===== config.mk =====
export PLATFORM = sky130hd
export DESIGN_NAME = id_ex_operand_stage
export DESIGN_NICKNAME = d
export VERILOG_FILES = /design/src/rtl/rv32_pkg.sv /design/src/rtl/operand_fwd_mux.sv /design/src/rtl/id_ex_operand_stage.sv
export SDC_FILE = /design/constraint.sdc
export NUM_CORES = 1
export LEC_CHECK = 0
export CORE_AREA = 2 2 146 148
export CTS_CLUSTER_SIZE = 30
export DETAILED_ROUTE_END_ITERATION = 12
export DIE_AREA = 0 0 148 150
export DONT_BUFFER_PORTS = 1
export GPL_TIMING_DRIVEN = 0
export SKIP_CTS_REPAIR_TIMING = 1
export SLEW_MARGIN = 5
export SYNTH_ARGS = -nofsm -noshare
export SYNTH_HDL_FRONTEND = slang
export SYNTH_HIERARCHICAL = 1
export SYNTH_SLANG_ARGS = --single-unit

===== constraint.sdc =====
create_clock -name clk -period 2.2 [get_ports clk]
set_input_delay 0.33 -clock clk [delete_from_list [all_inputs] [get_ports clk]]
set_output_delay 0.33 -clock clk [all_outputs]
set_load 0.01 [all_outputs]

===== src/rtl/rv32_pkg.sv =====
// Shared RV32 types for the ID->EX operand stage: ALU op codes and operand selects.
package rv32_pkg;

  localparam int XLEN   = 32;
  localparam int REG_AW = 5;

  typedef enum logic [3:0] {
    ALU_ADD   = 4'b0000,
    ALU_SUB   = 4'b0001,
    ALU_AND   = 4'b0010,
    ALU_OR    = 4'b0011,
    ALU_XOR   = 4'b0100,
    ALU_SRL   = 4'b0101,
    ALU_SRA   = 4'b0110,
    ALU_SLL   = 4'b0111,
    ALU_SLT   = 4'b1000,
    ALU_SLTU  = 4'b1001,
    ALU_PASSB = 4'b1110,
    ALU_PASSA = 4'b1111
  } alu_op_e;

  typedef enum logic [1:0] {
    ASEL_RS1  = 2'd0,
    ASEL_PC   = 2'd1,
    ASEL_ZERO = 2'd2,
    ASEL_RSVD = 2'd3   // treated as zero
  } asel_e;

  typedef enum logic {
    BSEL_RS2 = 1'b0,
    BSEL_IMM = 1'b1
  } bsel_e;

endpackage


===== src/rtl/operand_fwd_mux.sv =====
// Per-source bypass: EX/MEM beats WB beats regfile; x0 is hard zero.
module operand_fwd_mux #(
  parameter int XLEN   = 32,
  parameter int REG_AW = 5
) (
  input  logic [REG_AW-1:0] addr,
  input  logic [XLEN-1:0]   rf_data,
  input  logic              exm_reg_we,
  input  logic [REG_AW-1:0] exm_rd,
  input  logic [XLEN-1:0]   exm_result,
  input  logic              wb_reg_we,
  input  logic [REG_AW-1:0] wb_rd,
  input  logic [XLEN-1:0]   wb_data,
  output logic [XLEN-1:0]   data
);

  // Priority select; the x0 test also masks a non-zero regfile read of x0.
  always_comb begin
    data = rf_data;
    if (addr == '0)                             data = '0;
    else if (exm_reg_we && (exm_rd == addr))    data = exm_result;
    else if (wb_reg_we && (wb_rd == addr))      data = wb_data;
  end

endmodule


===== src/rtl/id_ex_operand_stage.sv =====
// ID->EX pipeline register: operand select with forwarding, load-use stall, flush squash.
module id_ex_operand_stage #(
  parameter int XLEN   = rv32_pkg::XLEN,
  parameter int REG_AW = rv32_pkg::REG_AW,
  parameter int CNT_W  = 32
) (
  input  logic              clk,
  input  logic              rst_n,
  input  logic              id_valid,
  input  logic [XLEN-1:0]   id_pc,
  input  logic [REG_AW-1:0] id_rs1_addr,
  input  logic [REG_AW-1:0] id_rs2_addr,
  input  logic [XLEN-1:0]   id_rs1_data,
  input  logic [XLEN-1:0]   id_rs2_data,
  input  logic              id_rs1_use,
  input  logic              id_rs2_use,
  input  logic [XLEN-1:0]   id_imm,
  input  logic [3:0]        id_alusel,
  input  logic [1:0]        id_asel,
  input  logic              id_bsel,
  input  logic [REG_AW-1:0] id_rd,
  input  logic              id_reg_we,
  input  logic              id_mem_rd,
  input  logic              id_mem_wr,
  input  logic [REG_AW-1:0] exm_rd,
  input  logic              exm_reg_we,
  input  logic [XLEN-1:0]   exm_result,
  input  logic [REG_AW-1:0] wb_rd,
  input  logic              wb_reg_we,
  input  logic [XLEN-1:0]   wb_data,
  input  logic              flush,
  output logic              stall_out,
  output logic              ex_valid,
  output logic [XLEN-1:0]   ex_input_a,
  output logic [XLEN-1:0]   ex_input_b,
  output logic [3:0]        ex_alusel,
  output logic [XLEN-1:0]   ex_store_data,
  output logic [REG_AW-1:0] ex_rd,
  output logic              ex_reg_we,
  output logic              ex_mem_rd,
  output logic              ex_mem_wr,
  output logic [CNT_W-1:0]  stall_count
);

  import rv32_pkg::*;

  logic [XLEN-1:0]   rs1_fwd, rs2_fwd, op_a, op_b;
  logic              hazard, bubble;

  logic              ex_valid_q, ex_valid_d;
  logic [XLEN-1:0]   ex_input_a_q, ex_input_a_d;
  logic [XLEN-1:0]   ex_input_b_q, ex_input_b_d;
  logic [3:0]        ex_alusel_q, ex_alusel_d;
  logic [XLEN-1:0]   ex_store_data_q, ex_store_data_d;
  logic [REG_AW-1:0] ex_rd_q, ex_rd_d;
  logic              ex_reg_we_q, ex_reg_we_d;
  logic              ex_mem_rd_q, ex_mem_rd_d;
  logic              ex_mem_wr_q, ex_mem_wr_d;
  logic [CNT_W-1:0]  stall_count_q, stall_count_d;

  operand_fwd_mux #(.XLEN(XLEN), .REG_AW(REG_AW)) u_fwd_rs1 (
    .addr(id_rs1_addr), .rf_data(id_rs1_data),
    .exm_reg_we(exm_reg_we), .exm_rd(exm_rd), .exm_result(exm_result),
    .wb_reg_we(wb_reg_we), .wb_rd(wb_rd), .wb_data(wb_data),
    .data(rs1_fwd)
  );

  operand_fwd_mux #(.XLEN(XLEN), .REG_AW(REG_AW)) u_fwd_rs2 (
    .addr(id_rs2_addr), .rf_data(id_rs2_data),
    .exm_reg_we(exm_reg_we), .exm_rd(exm_rd), .exm_result(exm_result),
    .wb_reg_we(wb_reg_we), .wb_rd(wb_rd), .wb_data(wb_data),
    .data(rs2_fwd)
  );

  // Load in EX whose rd feeds the ID instruction; flush overrides the stall.
  always_comb begin
    hazard    = ex_valid_q && ex_mem_rd_q && (ex_rd_q != '0) &&
                ((id_rs1_use && (id_rs1_addr == ex_rd_q)) ||
                 (id_rs2_use && (id_rs2_addr == ex_rd_q)));
    stall_out = id_valid && !flush && hazard;
    bubble    = flush || stall_out || !id_valid;
  end

  // Operand selection from forwarded register values, PC, immediate or zero.
  always_comb begin
    case (asel_e'(id_asel))
      ASEL_RS1: op_a = rs1_fwd;
      ASEL_PC:  op_a = id_pc;
      default:  op_a = '0;
    endcase
    op_b = (bsel_e'(id_bsel) == BSEL_IMM) ? id_imm : rs2_fwd;
  end

  // Next-state: control bits clear on any bubble, datapath holds only on stall.
  always_comb begin
    ex_valid_d      = ex_valid_q;
    ex_input_a_d    = ex_input_a_q;
    ex_input_b_d    = ex_input_b_q;
    ex_alusel_d     = ex_alusel_q;
    ex_store_data_d = ex_store_data_q;
    ex_rd_d         = ex_rd_q;
    ex_reg_we_d     = ex_reg_we_q;
    ex_mem_rd_d     = ex_mem_rd_q;
    ex_mem_wr_d     = ex_mem_wr_q;
    stall_count_d   = stall_count_q;

    if (bubble) begin
      ex_valid_d  = 1'b0;
      ex_reg_we_d = 1'b0;
      ex_mem_rd_d = 1'b0;
      ex_mem_wr_d = 1'b0;
    end else begin
      ex_valid_d  = 1'b1;
      ex_reg_we_d = id_reg_we;
      ex_mem_rd_d = id_mem_rd;
      ex_mem_wr_d = id_mem_wr;
    end

    if (!stall_out) begin
      ex_input_a_d    = op_a;
      ex_input_b_d    = op_b;
      ex_alusel_d     = id_alusel;
      ex_store_data_d = rs2_fwd;
      ex_rd_d         = id_rd;
    end

    if (stall_out && (stall_count_q != '1))
      stall_count_d = stall_count_q + CNT_W'(1);
  end

  // Stage register with async clear.
  always_ff @(posedge clk or negedge rst_n) begin
    if (!rst_n) begin
      ex_valid_q      <= 1'b0;
      ex_input_a_q    <= '0;
      ex_input_b_q    <= '0;
      ex_alusel_q     <= ALU_ADD;
      ex_store_data_q <= '0;
      ex_rd_q         <= '0;
      ex_reg_we_q     <= 1'b0;
      ex_mem_rd_q     <= 1'b0;
      ex_mem_wr_q     <= 1'b0;
      stall_count_q   <= '0;
    end else begin
      ex_valid_q      <= ex_valid_d;
      ex_input_a_q    <= ex_input_a_d;
      ex_input_b_q    <= ex_input_b_d;
      ex_alusel_q     <= ex_alusel_d;
      ex_store_data_q <= ex_store_data_d;
      ex_rd_q         <= ex_rd_d;
      ex_reg_we_q     <= ex_reg_we_d;
      ex_mem_rd_q     <= ex_mem_rd_d;
      ex_mem_wr_q     <= ex_mem_wr_d;
      stall_count_q   <= stall_count_d;
    end
  end

  assign ex_valid      = ex_valid_q;
  assign ex_input_a    = ex_input_a_q;
  assign ex_input_b    = ex_input_b_q;
  assign ex_alusel     = ex_alusel_q;
  assign ex_store_data = ex_store_data_q;
  assign ex_rd         = ex_rd_q;
  assign ex_reg_we     = ex_reg_we_q;
  assign ex_mem_rd     = ex_mem_rd_q;
  assign ex_mem_wr     = ex_mem_wr_q;
  assign stall_count   = stall_count_q;

endmodule

==> impl_metrics.env <==
export IMPL_status="finished, violations left"
export IMPL_violations="hold timing, setup timing"
export IMPL_design_area_um2=10300
export IMPL_clock_path_buffers=2
export IMPL_power_leakage_nw=4.07
export IMPL_criticalPathCategory="reg2out"
export IMPL_hold_ws_ps=-408
export IMPL_antenna_found_initial=7
export IMPL_tightest_slew_ps=874
export IMPL_cap_violations=0
export IMPL_dp_slack_ps=-435
export IMPL_rrSetupSlack_ps=-190
export IMPL_busiest_layer="met2"
export IMPL_finClkSkew_ps=5.84
export IMPL_routabilityCongestion=0.955
export IMPL_fin_crit_sh_pct=120
export IMPL_synthesis_nets=1255
export IMPL_first_iter_violations=658
export IMPL_ys_seq_area_share_pct=38.9
export IMPL_fin_crit_ps=2640
export IMPL_post_drt_wl_per_cell_um=28.0
export IMPL_endpoint_kind="output pin"
export IMPL_num_vias=8310
export IMPL_cts_root_buffer_cell="clkbuf_16"
export IMPL_fin_total_pwr_mw=6.89
export IMPL_die_h_um=150
export IMPL_worstPathRequired_ps=1870
export IMPL_start_util_pct=43.9
export IMPL_worst_hold_path_type="in2async"
export IMPL_die_w_um=148
export IMPL_grt_use_total_pct=32.7
export IMPL_path_common_cell="buf_12"
export IMPL_grt_pass1_wl_um=53100
export IMPL_syn_avg_cell_area_um2=8.91
export IMPL_relSlewSlack_pct=41.4
export IMPL_setup_viol=103
export IMPL_arrival_ps=2310
export IMPL_rsz0062_at_grt="yes"
export IMPL_critPathLaunchType="flip-flop"
export IMPL_drcViolationCount=0
export IMPL_ys_ff_latch=141
export IMPL_crit_family="simple AND/OR/NAND/NOR gates"
export IMPL_wirelength_um=37600
export IMPL_cp_num_buf_inv=4
export IMPL_ios=377
export IMPL_grt_util_met2_pct=55.6
export IMPL_place_hpwl_um=29700
export IMPL_synth_largest_area_cell="dfrtp_1"
export IMPL_fill_cells=2067
export IMPL_core_area_um2=20700
export IMPL_h_tree_depth=4
export IMPL_crit_fanout=7
export IMPL_numCtsBuffers=17
export IMPL_fmax_mhz=378
export IMPL_nNetsFinal=1288
export IMPL_rows=53
export IMPL_max_stage_delay_ps=460
export IMPL_crit_path_top_delay_cell="dfrtp_2"
export IMPL_clkTransAtPathRegs_ps=60
export IMPL_grt_pass1_vias=8205
export IMPL_overflow=0
export IMPL_cts_sinks=141
export IMPL_syn2layout_area_growth_pct=14.0
export IMPL_synth_cell_types=45
export IMPL_cts_tree="built"
export IMPL_avgViaCountPerCell=6.19
export IMPL_finalHoldViolations=141
export IMPL_clock_latency_ps=430
export IMPL_yosys_warnings=6
export IMPL_placed_area_um2=9420
export IMPL_synth_top_cell_area_share_pct=38.9
export IMPL_finalMaxSlewViolations=0
export IMPL_ant_nets=0
export IMPL_worst_slack_ps=-443
export IMPL_p_per_area_nw_per_um2=666
export IMPL_peakVddDrop_mv=0.503
export IMPL_grtUsageMet1_pct=37.3
export IMPL_synth_area_um2=9080
export IMPL_synth_area_leaders="dfrtp_1, nand2_1, mux2i_1"
export IMPL_syn_inst=1019
export IMPL_dr_pass1_iters=5
export IMPL_final_layout_size_suffix_gt1_share_pct=14.7
export IMPL_grtUsageMet3_pct=13.5
export IMPL_path_cells="or3_4 > o311a_1 > nor2b_4 > nand2_4 > inv_4 > buf_12 > buf_12 > buf_12"
export IMPL_grt_max_degree=142
export IMPL_port_buffers=0
export IMPL_dieArea_um2=22200
-- registers in the layout, indices dropped and copies added (netlist names) --
name / flops
ex_alusel: 4
ex_input_b: 32
ex_rd: 5
ex_valid: 1
ex_mem_rd: 1
ex_store_data: 32
ex_mem_wr: 1
ex_input_a: 32
stall_count: 32
ex_reg_we: 1
-- cell families after synthesis --
logic type      after synthesis  synth area share [%]
simple gates                409                  21.3
compound gates              233                  20.5
flops                       141                  38.9
buf+inv                     109                  5.89
mux                          65                  7.18
xor+xnor                     61                  6.05
fa+ha+maj                     1                 0.138
-- per-stage QoR --
step,setup TNS (ps),cells,utilization [%],hold slack (ps)
final,-10990,1343,50.0,-408
after CTS,-21870,1326,48.5,-422
after floorplan,0,1019,-,34.4
after detailed placement,-22950,1294,45.5,38.7
after global routing,-20330,1341,50.0,-428
after global placement,-20420,1294,45.5,38.1
-- layout make-up --
cell class	count	area (µm²)	area share [%]
Antenna cell	3	7.51	0.0725
Buffer	103	594	5.74
Clock buffer	20	457	4.41
Clock inverter	12	161	1.56
Inverter	4	17.5	0.169
Multi-Input combinational cell	769	5080	49.1
Sequential cell	141	3530	34.1
Tap cell	275	344	3.32
Timing Repair Buffer	16	155	1.50
-- cells in the final DEF, fill, tap and decap left out, types with 4 or more instances in the layout --
cell and n:
o31ai_2 30, nor3_1 68, xor2_1 7, a311oi_2 21
and2_1 6, xnor2_1 52, clkbuf_1 60, nand4_1 55
nand2_1 195, nand3_1 51, o21ai_1 23, nor2_1 10
a311oi_1 7, buf_12 4, and3_1 5, buf_2 23
mux2i_1 64, buf_6 12, o22a_1 36, clkbuf_16 19
dfrtp_1 139, o21ai_0 73, a211oi_1 36, buf_4 12
-- per-layer routing --
layer / up-vias / wire, µm
li1: 3788 / -
met1: 4004 / 13700
met2: 424 / 18400
met3: 88 / 4150
met4: 6 / 1290
met5: - / 40
-- power by group --
group	leakage [nW]	switching, mW	internal [mW]
Clock	0.293	1.22	1.86
Sequential	1.76	0.203	2.75
Combinational	2.02	0.535	0.326
Total	4.07	1.96	4.93
-- synthesized netlist by cell type, drive strengths merged --
master / n
inv: 4
o21ai: 96
xor2: 7
nor2b: 1
and3: 6
nand4: 55
clkbuf: 65
nand2: 197
dfrtp: 141
or3: 1
xnor2: 54
o31ai: 32
o22ai: 1
mux2i: 64
ha: 1
nand3: 51
a21boi: 1
nor4b: 1
a211oi: 36
a21oi: 1
or4: 2
o311ai: 1
or2: 2
o22a: 36
nor4: 3
nand4b: 1
and2: 6
buf: 40
nand2b: 1
o311a: 1
mux2: 1
and4: 3
nor2: 10
nor3: 69
a311oi: 28
-- path summary, 6_finish.rpt --
| path | startpoint | to | depth (start not counted) |
|---|---|---|---|
| setup / recovery | ex_rd[1] | stall_out | 8 |
| hold / removal | rst_n | ex_input_a[31] | 0 |
| setup reg to reg | ex_rd[1] | ex_input_a[25] | 11 |
| hold reg to reg | ex_store_data[27] | ex_store_data[27] | 2 |
| max in group asynchronous | rst_n | ex_input_a[13] | 0 |
| min in group clk | id_rd[3] | ex_rd[3] | 2 |
Power figures use the tool's default switching activity.
